$ cat config.mk
export PLATFORM = sky130hd
export DESIGN_NAME = pdm_serializer
export DESIGN_NICKNAME = d
export VERILOG_FILES = /design/src/rtl/pdm_pkg.sv /design/src/rtl/pdm_clk_gen.sv /design/src/rtl/pdm_serializer.sv
export SDC_FILE = /design/constraint.sdc
export NUM_CORES = 1
export LEC_CHECK = 0
export CAP_MARGIN = 10
export CORE_MARGIN = 2
export CORE_UTILIZATION = 40
export CTS_CLUSTER_DIAMETER = 30
export DETAILED_ROUTE_END_ITERATION = 6
export GPL_TIMING_DRIVEN = 0
export SETUP_SLACK_MARGIN = 0.15
export SLEW_MARGIN = 5
export SYNTH_ARGS = -nofsm -noshare
export SYNTH_HDL_FRONTEND = slang
export SYNTH_HIERARCHICAL = 1
export SYNTH_SLANG_ARGS = --single-unit
$ cat constraint.sdc
create_clock -name clock_i -period 3.5 [get_ports clock_i]
set_clock_uncertainty 0.05 [all_clocks]
set_input_delay 0.35 -clock clock_i [delete_from_list [all_inputs] [get_ports clock_i]]
set_output_delay 0.35 -clock clock_i [all_outputs]
set_load 0.01 [all_outputs]
$ cat src/rtl/pdm_pkg.sv
// Constants and state type shared by the PDM serializer and deserializer.
package pdm_pkg;
  localparam int PDM_WORD_W          = 16;
  localparam int PDM_CLK_DIV_DEFAULT = 50;

  typedef enum logic {IDLE, SHIFT} pdm_tx_state_t;
endpackage

$ cat src/rtl/pdm_clk_gen.sv
// Divided PDM bit clock with single-cycle rise/fall tick strobes; parks low when idle.
module pdm_clk_gen
  import pdm_pkg::*;
#(
  parameter int CLK_DIV = PDM_CLK_DIV_DEFAULT
) (
  input  logic clock_i,
  input  logic reset_i,
  input  logic run_i,
  output logic pdm_clk_o,
  output logic rise_tick_o,
  output logic fall_tick_o
);
  localparam int DW = (CLK_DIV > 1) ? $clog2(CLK_DIV) : 1;

  logic [DW-1:0] div_q;
  logic          clk_q;
  logic          wrap;

  assign wrap        = run_i && (div_q == DW'(CLK_DIV - 1));
  assign rise_tick_o = wrap && !clk_q;
  assign fall_tick_o = wrap &&  clk_q;
  assign pdm_clk_o   = clk_q;

  always_ff @(posedge clock_i or negedge reset_i) begin
    if (!reset_i) begin
      div_q <= '0;
      clk_q <= 1'b0;
    end else if (!run_i) begin
      div_q <= '0;
      clk_q <= 1'b0;
    end else if (wrap) begin
      div_q <= '0;
      clk_q <= ~clk_q;
    end else begin
      div_q <= div_q + 1'b1;
    end
  end
endmodule

$ cat src/rtl/pdm_serializer.sv
// PDM transmit path: 1-deep holding register feeding an MSB-first shifter
// that updates the serial line on falling ticks of the locally divided bit clock.
module pdm_serializer
  import pdm_pkg::*;
#(
  parameter int CLK_DIV = PDM_CLK_DIV_DEFAULT,
  parameter int WORD_W  = PDM_WORD_W
) (
  input  logic              clock_i,
  input  logic              reset_i,
  input  logic              enable_i,
  input  logic [WORD_W-1:0] data_i,
  input  logic              valid_i,
  output logic              ready_o,
  output logic              pdm_clk_o,
  output logic              pdm_data_o,
  output logic              done_o,
  output logic              underrun_o
);
  localparam int BW = $clog2(WORD_W);

  pdm_tx_state_t     state_q;
  logic [WORD_W-1:0] hold_q, shift_q;
  logic [BW-1:0]     bit_cnt_q;
  logic              hold_full_q, data_q, done_q, underrun_q;
  logic              clk_run, fall_tick, accept;

  // Keep the clock alive until the word in flight finishes and the line is back low.
  assign clk_run    = enable_i || (state_q == SHIFT) || pdm_clk_o;
  assign accept     = valid_i && !hold_full_q;
  assign ready_o    = !hold_full_q;
  assign pdm_data_o = data_q;
  assign done_o     = done_q;
  assign underrun_o = underrun_q;

  pdm_clk_gen #(.CLK_DIV(CLK_DIV)) u_clk_gen (
    .clock_i     (clock_i),
    .reset_i     (reset_i),
    .run_i       (clk_run),
    .pdm_clk_o   (pdm_clk_o),
    .rise_tick_o (),
    .fall_tick_o (fall_tick)
  );

  always_ff @(posedge clock_i or negedge reset_i) begin
    if (!reset_i) begin
      state_q     <= IDLE;
      hold_q      <= '0;
      shift_q     <= '0;
      bit_cnt_q   <= '0;
      hold_full_q <= 1'b0;
      data_q      <= 1'b0;
      done_q      <= 1'b0;
      underrun_q  <= 1'b0;
    end else begin
      done_q     <= 1'b0;
      underrun_q <= 1'b0;
      if (accept) begin
        hold_q      <= data_i;
        hold_full_q <= 1'b1;
      end
      if (fall_tick) begin
        unique case (state_q)
          IDLE: begin
            data_q <= 1'b0;
            if (hold_full_q && enable_i) begin
              shift_q     <= hold_q;
              bit_cnt_q   <= '0;
              data_q      <= hold_q[WORD_W-1];
              hold_full_q <= 1'b0;
              state_q     <= SHIFT;
            end
          end
          SHIFT: begin
            if (bit_cnt_q != BW'(WORD_W - 1)) begin
              shift_q   <= shift_q << 1;
              data_q    <= shift_q[WORD_W-2];
              bit_cnt_q <= bit_cnt_q + 1'b1;
            end else begin
              done_q <= 1'b1;
              // Reload on the same tick so consecutive words have no gap bit.
              if (hold_full_q && enable_i) begin
                shift_q     <= hold_q;
                bit_cnt_q   <= '0;
                data_q      <= hold_q[WORD_W-1];
                hold_full_q <= 1'b0;
              end else begin
                underrun_q <= enable_i;
                data_q     <= 1'b0;
                state_q    <= IDLE;
              end
            end
          end
          default: state_q <= IDLE;
        endcase
      end
    end
  end
endmodule

==> results.md <==
Status:
- The run finished with clean final reports.

Setup path:
- The path depth of the worst reg2reg path is 7.
- The worst setup path is launched from a primary input.
- In this run the critical register-to-register path is launched from state_q.
- Data on the critical path is required at its endpoint by about 3.6 ns.
- The endpoint identified for the worst register-to-register timing path is shift_q[3].
- Data on the critical path arrives at its endpoint at about 2.7 ns.
- The critical-path maximum fanout is 10.
- The worst setup path is captured at a flip-flop.
- The critical path is of the primary input to flip-flop type.
- The setup slack of the most critical reg-to-reg path is 0.96 ns.

Global route:
- Entering global routing, the biggest net connects 36 pins.
- Summed over all layers, the global routing overflow is 0.
- The number of antenna violations at the first check in global routing is 0.
- The global routing usage summed across all routing layers is 0.1464.
- The wire length of the first global-routing pass is 6679 um.
- The number of global-route vias before repair is roughly 1400.

Timing:
- The time the worst path needs with I/O delays and setup is between 2 and 3 ns.
- After routing, the total negative slack on setup checks comes to 0 ns.
- The achievable clock frequency is 393.6 MHz.
- The relative slew slack is 0.6744.
- The number of failing hold endpoints at the final stage is 0.
- The max-slew violation count is 0.
- The final worst-path cycle share is 0.7260.
- Setup violations remaining at the end of the flow were counted as 0.
- At the pin with the least slew margin, the transition time is 0.4883 ns.
- Setup repair after global routing left no endpoint under its margin.

Clock tree:
- The post-CTS clock slew at the launch and capture registers of the worst setup and hold paths is 0.09 ns.
- Clock tree synthesis selected as its root buffer the cell clkbuf_8.
- The sink count of the clock tree is 47.
- No sink is reached through more buffers than the 2 on the longest clock path.
- The total clock buffers created by CTS is 5.
- In this run the number of H-tree levels came out at 2.
- The buffers inserted during post-CTS setup optimization is 0.
- TritonCTS built the clock tree.
- The clock reaches the later pin of the worst-skew pair after 0.30 ns.

Floorplan:
- The standard cell core area is 5075 sq um.
- Row generation in the floorplan step produced 26 rows.
- The horizontal die dimension is ~76 um.
- The floorplan step set the die height to between 70 and 80 um.
- The die area is 5795 sq um.
- For this design the top-level I/O count stands at 25.
- The effective utilization at floorplan is 0.4100.

Place:
- The post-detailed-placement half-perimeter wirelength is 2723 um.
- The global placement routability congestion is 0.6938.
- Buffers placed on the I/O ports in this run total 24.

Drt:
- In the final routed layout, each cell accounts on average for 12.97 um.
- The detailed-route DRC error count is 0.
- The final wirelength is between 3000 and 4000 um.
- The routed layout has 1475 vias.
- Dividing the detail-routed via count by the number of cells gives between 4 and 5.
- The pre-antenna-repair detailed-routing pass consisted of 5 iterations.
- The initial DRC count is 175.
- The count of nets left with antenna violations once routing finished came out at 0.

Finish:
- The repair_antennas step left the layout with diodes totalling 0.
- In the final layout, the share of cells above drive strength 1 is 0.1404.
- Measured on the finished design, the core utilization comes to 0.5027.
- The library cells used most frequently in the layout, excluding fill and tap cells, are dfrtp_1, inv_1, clkdlybuf4s50_1.
- The leading cell type in the layout, fill and taps excluded is dfrtp_1.
- The net count reported at finish is 250.
- Relative to the synthesized area, the layout overhead comes to 22.61%.

Pwr:
- The peak supply drop is 0.2246 mV.
- The power per standard cell area is 418.0 nW/um^2.
- The analysis attributes to cell leakage a power of between 1 and 1.5 nW.
- After layout, the design draws a total of 0.001066 W.

Yosys:
- After synthesis the cells add up to 2081 sq um.
- The average cell area after synthesis is 10.73 sq um.
- The number of nets produced by synthesis is 217.
- The total of warnings raised by yosys is 6.
- After technology mapping, the gate count stands at 194.

Job:
- The tool flagged a number of max-cap violations equal to 0.

Hold path:
- The class of the tightest hold or removal check is primary input to asynchronous set/reset pin.
==> per-stage QoR <==
step	hold WS, ns	worst slack, ns	cell area (sq um)	instances
after global routing	0.4435	0.8104	2551	298
final	0.4321	0.9592	2551	298
after detailed placement	0.2234	0.6572	2424	289
after floorplan	0.004409	1.344	2081	194
after CTS	0.4282	0.9585	2551	298
after global placement	0.4441	0.6253	2409	288
==> metal layers <==
layer  global-route usage  part of all wire  vias to the layer above
li1                     -                 -                      727
met1               0.2033              0.47                      707
met2               0.2223              0.47                       34
met3              0.03791             0.043                        7
met4              0.05455             0.016                        0
met5                    0                 0                        -
==> worst max-delay path: stages <==
cell and delay [ns]:
clkdlybuf4s50_1 0.47, or3_2 0.49, and3_1 0.27, and3_1 0.25, a21oi_1 0.40, buf_2 0.31
a222oi_1 0.10
==> final cells by class <==
class	instances	area (sq um)
plain buffers	10	76.32
multi-input cells	105	708.2
flip-flops and latches	47	1176
repair buffers	26	265.3
well taps	70	87.58
inverters	32	120.1
fillers	491	2524
clock buffers	6	82.58
clock inverters	2	35.03
==> worst max-delay path by stage <==
| stage | from | end | depth (start not counted) |
|---|---|---|---|
| after global routing | state_q | shift_q[7] | 7 |
| after floorplan | state_q | shift_q[1] | 7 |
| final | enable_i | shift_q[3] | 7 |
| after detailed placement | enable_i | shift_q[3] | 7 |
| after CTS | state_q | shift_q[3] | 7 |
| after global placement | enable_i | shift_q[3] | 7 |
==> power breakdown <==
part	internal, W	leakage (nW)	switching, W
logic	0.0000369	0.610	0.0000367
clock network	0.000231	0.0612	0.000182
registers	0.000569	0.542	0.0000106
==> registers in the layout, summed over array words and instances (netlist names) <==
| register | count |
|---|---|
| hold_q | 16 |
| shift_q | 15 |
| u_clk_gen/div_q | 6 |
| bit_cnt_q | 4 |
| done_o | 1 |
| hold_full_q | 1 |
| pdm_data_o | 1 |
| state_q | 1 |
| u_clk_gen/pdm_clk_o | 1 |
| underrun_o | 1 |
==> what timing repair did <==
| item | in CTS | in global routing |
|---|---|---|
| hold buffers | 1 | 0 |
| gates resized for setup | 0 | 0 |
| endpoints found under the hold margin | 12 | 0 |
No activity file was read; power rests on OpenSTA's default activity.
